## src/rtl/nor_page_prog_seq_pkg.sv

```systemverilog
// Shared definitions for the NOR page-program sequencer: NOR cycle codes,
// SPI command codes, sequencer state encodings and the bus address packer.
package nor_page_prog_seq_pkg;

    localparam logic [5:0] NOR_CYCLE_PROGRAM     = 6'h05;
    localparam logic [7:0] SPI_COMMAND_PAGE_PROG = 8'h02;

    // Width of the word-address field below the NOR cycle code in wb_adr_o.
    localparam int NOR_ADR_FIELD_W = 26;

    typedef enum logic [1:0] {
        PP_IDLE     = 2'd0,
        PP_FILL     = 2'd1,
        PP_ISSUE    = 2'd2,
        PP_WAIT_ACK = 2'd3
    } pp_state_e;

    // Pack the NOR cycle code above a word address into a Wishbone address.
    function automatic logic [31:0] nor_wb_adr(input logic [5:0] cycle,
                                               input logic [NOR_ADR_FIELD_W-1:0] word_adr);
        return {cycle, word_adr};
    endfunction

endpackage

```

## src/rtl/nor_page_prog_seq_if.sv

```systemverilog
// Pipelined Wishbone write-side bus between the page-program sequencer and
// the NOR controller.
interface nor_page_prog_seq_if #(
    parameter int DATABITS = 16
);
    logic                wb_cyc_o;
    logic                wb_stb_o;
    logic                wb_we_o;
    logic [31:0]         wb_adr_o;
    logic [DATABITS-1:0] wb_dat_o;
    logic                wb_ack_i;
    logic                wb_err_i;
    logic                wb_stall_i;

    modport master (
        output wb_cyc_o, wb_stb_o, wb_we_o, wb_adr_o, wb_dat_o,
        input  wb_ack_i, wb_err_i, wb_stall_i
    );

    modport slave (
        input  wb_cyc_o, wb_stb_o, wb_we_o, wb_adr_o, wb_dat_o,
        output wb_ack_i, wb_err_i, wb_stall_i
    );
endinterface

```

## src/rtl/nor_pp_word_buf.sv

```systemverilog
// Page word buffer: synchronous write port, asynchronous read port, contents
// are not reset (the write count alone defines what is valid).
module nor_pp_word_buf #(
    parameter int DATABITS   = 16,
    parameter int DEPTH_LOG2 = 5
) (
    input  logic                  clk_i,
    input  logic                  we,
    input  logic [DEPTH_LOG2-1:0] waddr,
    input  logic [DATABITS-1:0]   wdata,
    input  logic [DEPTH_LOG2-1:0] raddr,
    output logic [DATABITS-1:0]   rdata
);
    logic [DATABITS-1:0] mem [0:(1<<DEPTH_LOG2)-1];

    // Store one word per accepted strobe.
    always_ff @(posedge clk_i) begin
        if (we) mem[waddr] <= wdata;
    end

    assign rdata = mem[raddr];
endmodule

```

## src/rtl/nor_page_prog_seq.sv

```systemverilog
// Buffers the words of one QSPI page-program transaction and, once CE rises,
// replays them as single Wishbone NOR program cycles at incrementing addresses.
module nor_page_prog_seq
    import nor_page_prog_seq_pkg::*;
#(
    parameter int ADDRBITS   = 26,
    parameter int DATABITS   = 16,
    parameter int DEPTH_LOG2 = 5
) (
    input  logic                  clk_i,
    input  logic                  reset_i,
    input  logic                  pp_start_i,
    input  logic [ADDRBITS-1:0]   pp_addr_i,
    input  logic                  pp_wstb_i,
    input  logic [DATABITS-1:0]   pp_data_i,
    input  logic                  pp_commit_i,
    output logic                  busy_o,
    output logic                  done_o,
    output logic                  overflow_o,
    output logic                  err_o,
    output logic [DEPTH_LOG2:0]   count_o,
    nor_page_prog_seq_if.master   wb
);
    localparam logic [DEPTH_LOG2:0] DEPTH_CNT = (DEPTH_LOG2+1)'(1 << DEPTH_LOG2);

    pp_state_e               state_q, state_d;
    logic [ADDRBITS-1:0]     base_q;
    logic [DEPTH_LOG2:0]     count_q;
    logic [DEPTH_LOG2-1:0]   rptr_q;
    logic                    overflow_q, err_q, done_q, cyc_q, stb_q;
    logic [31:0]             adr_q;
    logic [DATABITS-1:0]     dat_q;

    logic                    fill_active, fill_wr, fill_drop, fill_commit;
    logic [DEPTH_LOG2:0]     count_eff;
    logic                    last_word;
    logic [DEPTH_LOG2-1:0]   rd_addr;
    logic [DATABITS-1:0]     rd_data;
    logic [ADDRBITS-1:0]     word_adr;
    logic [31:0]             issue_adr;

    nor_pp_word_buf #(
        .DATABITS   (DATABITS),
        .DEPTH_LOG2 (DEPTH_LOG2)
    ) u_buf (
        .clk_i (clk_i),
        .we    (fill_wr),
        .waddr (count_q[DEPTH_LOG2-1:0]),
        .wdata (pp_data_i),
        .raddr (rd_addr),
        .rdata (rd_data)
    );

    // Decode FILL-phase events and the address/data of the word to issue next.
    always_comb begin
        fill_active = (state_q == PP_FILL) && !pp_start_i;
        fill_wr     = fill_active && pp_wstb_i && (count_q != DEPTH_CNT);
        fill_drop   = fill_active && pp_wstb_i && (count_q == DEPTH_CNT);
        fill_commit = fill_active && pp_commit_i;
        // A word strobed together with the commit is counted before the commit.
        count_eff   = count_q + {{DEPTH_LOG2{1'b0}}, fill_wr};
        last_word   = ({1'b0, rptr_q} == (count_q - (DEPTH_LOG2+1)'(1)));
        rd_addr     = (state_q == PP_FILL) ? '0 : rptr_q;
        word_adr    = base_q + ADDRBITS'(rd_addr);
        issue_adr   = nor_wb_adr(NOR_CYCLE_PROGRAM, NOR_ADR_FIELD_W'(word_adr));
    end

    // State register.
    always_ff @(posedge clk_i) begin
        if (reset_i) state_q <= PP_IDLE;
        else         state_q <= state_d;
    end

    // Next-state logic.
    always_comb begin
        state_d = state_q;
        case (state_q)
            PP_IDLE: begin
                if (pp_start_i) state_d = PP_FILL;
            end
            PP_FILL: begin
                if (pp_start_i)       state_d = PP_FILL;
                else if (pp_commit_i) state_d = (count_eff == '0) ? PP_IDLE : PP_ISSUE;
            end
            PP_ISSUE: begin
                if (cyc_q && stb_q && !wb.wb_stall_i) state_d = PP_WAIT_ACK;
            end
            PP_WAIT_ACK: begin
                if (wb.wb_err_i)      state_d = PP_IDLE;
                else if (wb.wb_ack_i) state_d = last_word ? PP_IDLE : PP_ISSUE;
            end
            default: state_d = PP_IDLE;
        endcase
    end

    // Outputs: everything comes straight from registers.
    always_comb begin
        busy_o        = (state_q == PP_ISSUE) || (state_q == PP_WAIT_ACK);
        done_o        = done_q;
        overflow_o    = overflow_q;
        err_o         = err_q;
        count_o       = count_q;
        wb.wb_cyc_o   = cyc_q;
        wb.wb_stb_o   = stb_q;
        wb.wb_we_o    = cyc_q;
        wb.wb_adr_o   = adr_q;
        wb.wb_dat_o   = dat_q;
    end

    // Page bookkeeping, flags and the registered Wishbone request.
    always_ff @(posedge clk_i) begin
        if (reset_i) begin
            base_q     <= '0;
            count_q    <= '0;
            rptr_q     <= '0;
            overflow_q <= 1'b0;
            err_q      <= 1'b0;
            done_q     <= 1'b0;
            cyc_q      <= 1'b0;
            stb_q      <= 1'b0;
            adr_q      <= '0;
            dat_q      <= '0;
        end else begin
            done_q <= 1'b0;
            case (state_q)
                PP_IDLE, PP_FILL: begin
                    if (pp_start_i) begin
                        base_q     <= pp_addr_i;
                        count_q    <= '0;
                        rptr_q     <= '0;
                        overflow_q <= 1'b0;
                        err_q      <= 1'b0;
                    end else if (state_q == PP_FILL) begin
                        count_q <= count_eff;
                        if (fill_drop) overflow_q <= 1'b1;
                        if (fill_commit) begin
                            if (count_eff == '0) begin
                                done_q <= 1'b1;
                            end else begin
                                rptr_q <= '0;
                                cyc_q  <= 1'b1;
                                stb_q  <= 1'b1;
                                adr_q  <= issue_adr;
                                // Word 0 may be arriving on this very edge.
                                dat_q  <= (fill_wr && count_q == '0) ? pp_data_i : rd_data;
                            end
                        end
                    end
                end
                PP_ISSUE: begin
                    if (!cyc_q) begin
                        cyc_q <= 1'b1;
                        stb_q <= 1'b1;
                        adr_q <= issue_adr;
                        dat_q <= rd_data;
                    end else if (stb_q && !wb.wb_stall_i) begin
                        stb_q <= 1'b0;
                    end
                end
                PP_WAIT_ACK: begin
                    if (wb.wb_err_i) begin
                        err_q  <= 1'b1;
                        cyc_q  <= 1'b0;
                        done_q <= 1'b1;
                    end else if (wb.wb_ack_i) begin
                        cyc_q <= 1'b0;
                        if (last_word) done_q <= 1'b1;
                        else           rptr_q <= rptr_q + DEPTH_LOG2'(1);
                    end
                end
                default: ;
            endcase
        end
    end
endmodule

```

## src/flat_wrapper.sv

```systemverilog
// flat-port wrapper written by rule: the top's interface ports become plain ports
module nor_page_prog_seq_flat import nor_page_prog_seq_pkg::*;
#(
    parameter int ADDRBITS   = 26,
    parameter int DATABITS   = 16,
    parameter int DEPTH_LOG2 = 5
)
  (clk_i, reset_i, pp_start_i, pp_addr_i, pp_wstb_i, pp_data_i, pp_commit_i, busy_o, done_o, overflow_o, err_o, count_o, wb_wb_cyc_o, wb_wb_stb_o, wb_wb_we_o, wb_wb_adr_o, wb_wb_dat_o, wb_wb_ack_i, wb_wb_err_i, wb_wb_stall_i);
  nor_page_prog_seq_if #(.DATABITS(DATABITS)) wb_i ();
  input  logic clk_i;
  input  logic reset_i;
  input  logic pp_start_i;
  input  logic [ADDRBITS-1:0] pp_addr_i;
  input  logic pp_wstb_i;
  input  logic [DATABITS-1:0] pp_data_i;
  input  logic pp_commit_i;
  output logic busy_o;
  output logic done_o;
  output logic overflow_o;
  output logic err_o;
  output logic [DEPTH_LOG2:0] count_o;
  output wire logic [$bits(wb_i.wb_cyc_o)-1:0] wb_wb_cyc_o;
  output wire logic [$bits(wb_i.wb_stb_o)-1:0] wb_wb_stb_o;
  output wire logic [$bits(wb_i.wb_we_o)-1:0] wb_wb_we_o;
  output wire logic [$bits(wb_i.wb_adr_o)-1:0] wb_wb_adr_o;
  output wire logic [$bits(wb_i.wb_dat_o)-1:0] wb_wb_dat_o;
  input wire logic [$bits(wb_i.wb_ack_i)-1:0] wb_wb_ack_i;
  input wire logic [$bits(wb_i.wb_err_i)-1:0] wb_wb_err_i;
  input wire logic [$bits(wb_i.wb_stall_i)-1:0] wb_wb_stall_i;
  assign wb_wb_cyc_o = wb_i.wb_cyc_o;
  assign wb_wb_stb_o = wb_i.wb_stb_o;
  assign wb_wb_we_o = wb_i.wb_we_o;
  assign wb_wb_adr_o = wb_i.wb_adr_o;
  assign wb_wb_dat_o = wb_i.wb_dat_o;
  assign wb_i.wb_ack_i = wb_wb_ack_i;
  assign wb_i.wb_err_i = wb_wb_err_i;
  assign wb_i.wb_stall_i = wb_wb_stall_i;
  nor_page_prog_seq #(.ADDRBITS(ADDRBITS), .DATABITS(DATABITS), .DEPTH_LOG2(DEPTH_LOG2)) u_core (.clk_i(clk_i), .reset_i(reset_i), .pp_start_i(pp_start_i), .pp_addr_i(pp_addr_i), .pp_wstb_i(pp_wstb_i), .pp_data_i(pp_data_i), .pp_commit_i(pp_commit_i), .busy_o(busy_o), .done_o(done_o), .overflow_o(overflow_o), .err_o(err_o), .count_o(count_o), .wb(wb_i));
endmodule
```

## config.mk

```make
export PLATFORM = sky130hd
export DESIGN_NAME = nor_page_prog_seq_flat
export DESIGN_NICKNAME = d
export VERILOG_FILES = /design/src/rtl/nor_page_prog_seq_pkg.sv /design/src/rtl/nor_page_prog_seq_if.sv /design/src/rtl/nor_pp_word_buf.sv /design/src/rtl/nor_page_prog_seq.sv /design/src/flat_wrapper.sv
export SDC_FILE = /design/constraint.sdc
export NUM_CORES = 1
export LEC_CHECK = 0
export ABC_AREA = 1
export ABC_CLOCK_PERIOD_IN_PS = 2900
export CAP_MARGIN = 20
export CORE_ASPECT_RATIO = 0.7
export CORE_MARGIN = 10
export CORE_UTILIZATION = 35
export CTS_BUF_LIST = sky130_fd_sc_hd__clkbuf_4 sky130_fd_sc_hd__clkbuf_8 sky130_fd_sc_hd__clkbuf_16
export CTS_CLUSTER_SIZE = 16
export DETAILED_ROUTE_END_ITERATION = 6
export PLACE_DENSITY_LB_ADDON = 0.3
export SYNTH_ARGS = -nofsm -noshare
export SYNTH_HDL_FRONTEND = slang
export SYNTH_SLANG_ARGS = --single-unit
```

## constraint.sdc

```tcl
create_clock -name clk_i -period 2.9 [get_ports clk_i]
set_clock_uncertainty 0.2 [all_clocks]
set_input_delay 0.58 -clock clk_i [delete_from_list [all_inputs] [get_ports clk_i]]
set_output_delay 0.58 -clock clk_i [all_outputs]
set_load 0.005 [all_outputs]
```

==> results by group <==
Drt
  • Routed WL: 75000 um
  • Residual DRC count: 0
  • Average wire per standard cell: around 21 um
  • ANT nets after route: 0
  • DR iter-0 viols: 1945
  • Routed via count: 18700
  • Drt pass-1 iters: 7
  • DR vias/cell: 5.14

Timing
  • Part of the cycle the worst path needs: between 90% and 100%
  • RSZ-0062 raised after global routing: true
  • Slew Limit Fails: 0
  • Max transition margin: 31.2%
  • Fin. Hold Viols: 0
  • Fin worst setup slack: 25.0 ps
  • Period minus WS final: 2880 ps
  • Endpoints failing setup: 0
  • Worst Max-Slew Pin Slew: slightly above 1000 ps
  • Max Freq: 0.348 GHz

Floorplanning
  • Rows: about 80
  • Starting density of the core: 35.4%
  • Die ar.: 84000 um2
  • Ports: about 110
  • Core box area: 71800 um2
  • Die width: 342 um
  • Die H: 246 um

Logic synthesis
  • Cell taking the most area after synthesis: edfxtp_1
  • Seq/Total Area, Yosys: 67.3%
  • Synth cell count leaders: edfxtp_1 (512), nand2_1 (485), nor2_1 (359)
  • Mapped Area: roughly 25000 um2
  • Synth Register Bits: 599
  • Synth area leaders: edfxtp_1 (60%), nand2_1 (7.2%), dfxtp_1 (6.8%), nand3_1 (5.8%), nor2_1 (5.3%)
  • Number of synthesized flops with an enable pin: 512
  • Mapped Avg Cell Area: 10.5 um2
  • Synth top area share: 60.4%
  • Cell variety after synth: 38
  • Synth Warn #: 0
  • Primary FF master, synth: edfxtp_1
  • Most frequent cell after synthesis: edfxtp_1
  • Gate Count Post-Synth: around 2400
  • Synth async-reset ratio: 0%

Clock network
  • Clk Latency, worst-skew pair: 620 ps
  • H-tree depth: 2
  • Clk buf depth: 3
  • CTS Root Cell: clkbuf_16
  • TritonCTS buffer count: 55
  • Clock sinks: 599
  • Hold buffer count at cts: 0
  • Clock-pin slew on the worst setup and hold paths: about 60 ps
  • CTS tree: yes

Power
  • Pleak: 11.6 nW
  • Power Dens Cells: slightly below 600 nW/um2
  • Worst VDD drop: roughly 470 uV

Critical path
  • CP Class: reg2reg
  • R2R depth: 19
  • CP startpoint kind: flip-flop
  • Maximum fanout along the worst path: 12
  • Critical path endpoint category: flip-flop
  • Critical path required time: around 3200 ps
  • CP arrival: 3200 ps

Worst hold path
  • Hold path depth: 2
  • Worst hold path type: reg2reg

Global routing
  • Largest net degree at the start of global routing: 192
  • Antenna violations before repair: 0
  • Grt ovf: 0
  • Gr usage total: ~17%
  • Vias in the first global route: around 18000
  • First-pass GRT wire length: 111000 um

Place
  • Input/output buffers: 106
  • Final Wtd Congestion: 0.857
  • Hpwl dp: 45400 um
  • Post-Place Setup Slack: -672 ps

Job
  • # Max-Cap Violations: 0

Finish
  • Share of post-route cells with drive strength above 1: between 10% and 20%
  • ANT cells: 0
  • Final nets: 2680
  • Syn-to-layout area delta: 22.2%
  • Post-layout util: 43.3%

Outcome
  • Outcome: completed
[sequential cells by signal, summed over array words and instances (netlist names)]
name and cells:
u_core.base_q 26, u_core.count_o 6, u_core.done_o 1, u_core.err_o 1
u_core.overflow_o 1, u_core.rptr_q 5, u_core.state_q 2, u_core.u_buf.mem 512
u_core.wb.wb_adr_o 27, u_core.wb.wb_cyc_o 1, u_core.wb.wb_dat_o 16, u_core.wb.wb_stb_o 1
[what timing repair did]
| item | in CTS | in global routing |
|---|---|---|
| pin swaps | 11 | 31 |
| gates resized for setup | 33 | 67 |
| setup buffers | 13 | 6 |
| setup endpoints to repair | 49 | 51 |
| cloned | 3 | 7 |
[layer usage]
layer  wire, um  track usage (%)  part of all wire, %
met1      35200             25.6                   47
met2      31800             24.7                   42
met3       6700             3.41                  8.9
met4       1300             3.65                  1.7
met5          0                0                    0
[power by group]
group	total (mW)	leakage, nW	switching, mW	internal (mW)
sequential	9.44	5.31	0.0551	9.39
combinational	1.84	5.46	1.24	0.600
clock	6.96	0.858	3.20	3.76
total	18.2	11.6	4.49	13.7
[final timing paths]
path	from	end	slack (ps)
setup / recovery	u_core.count_o[1]	u_core.wb.wb_adr_o[2]	20
hold / removal	u_core.wb.wb_adr_o[16]	u_core.wb.wb_adr_o[16]	270
setup reg to reg	u_core.count_o[1]	u_core.wb.wb_adr_o[2]	20
hold reg to reg	u_core.wb.wb_adr_o[16]	u_core.wb.wb_adr_o[16]	270
[placed cells by master (no fill, tap or decap), types with 83 or more instances in the layout]
| cell | instances |
|---|---|
| edfxtp_1 | 512 |
| nand2_1 | 465 |
| nor2_1 | 350 |
| nand3_1 | 290 |
| o21ai_0 | 158 |
| inv_1 | 138 |
| clkdlybuf4s50_1 | 106 |
| buf_4 | 101 |
| a21oi_1 | 88 |
| dfxtp_1 | 83 |
[final cells by class]
class	count	area, um2
clock buffers	70	1510
clock inverters	32	181
fillers	6775	40700
inverters	149	579
multi-input cells	1545	7490
flip-flops and latches	599	17100
well taps	966	1210
repair buffers	267	2990
[worst max-delay path, cell delays in order (launching register included)]
cell     delay, ps
dfxtp_4        350
inv_4           60
ha_4           150
nand2_4         60
nor2_4          70
nand2_2         70
nor2_4         120
nor2_4          60
ha_4           170
ha_4           170
xor2_2         150
nor3_2         250
nand3_2        120
nand2_2        100
nand2_4         90
buf_12         150
nand2_8        110
buf_12         150
nand2_1         50
a21oi_1        150
[stage by stage]
| step | hold slack [ps] | instance area (um2) | instances | power [mW] | setup TNS, ps |
|---|---|---|---|---|---|
| after detailed placement | 260 | 28700 | 3499 | 11.4 | -31380 |
| after CTS | 269 | 30700 | 3617 | 18.3 | 0 |
| final | 272 | 31100 | 3628 | 18.2 | 0 |
| after floorplan | 260 | 25500 | 2430 | 10.6 | -17.8 |
| after global placement | 259 | 28700 | 3499 | 11.4 | -24710 |
| after global routing | 289 | 31100 | 3628 | 18.9 | -2470 |
[kinds of logic (layout without fill, tap and decap cells)]
family	count (synthesis)	in the layout	share of synthesized area, %
compound gates	316	316	6.73
xor+xnor	30	30	1.03
fa+ha+maj	13	13	0.669
buf+inv	287	518	4.86
flops	599	599	67.3
other cells	1	4	0.0147
simple gates	1181	1182	19.4
No activity file was read; power rests on OpenSTA's default activity.
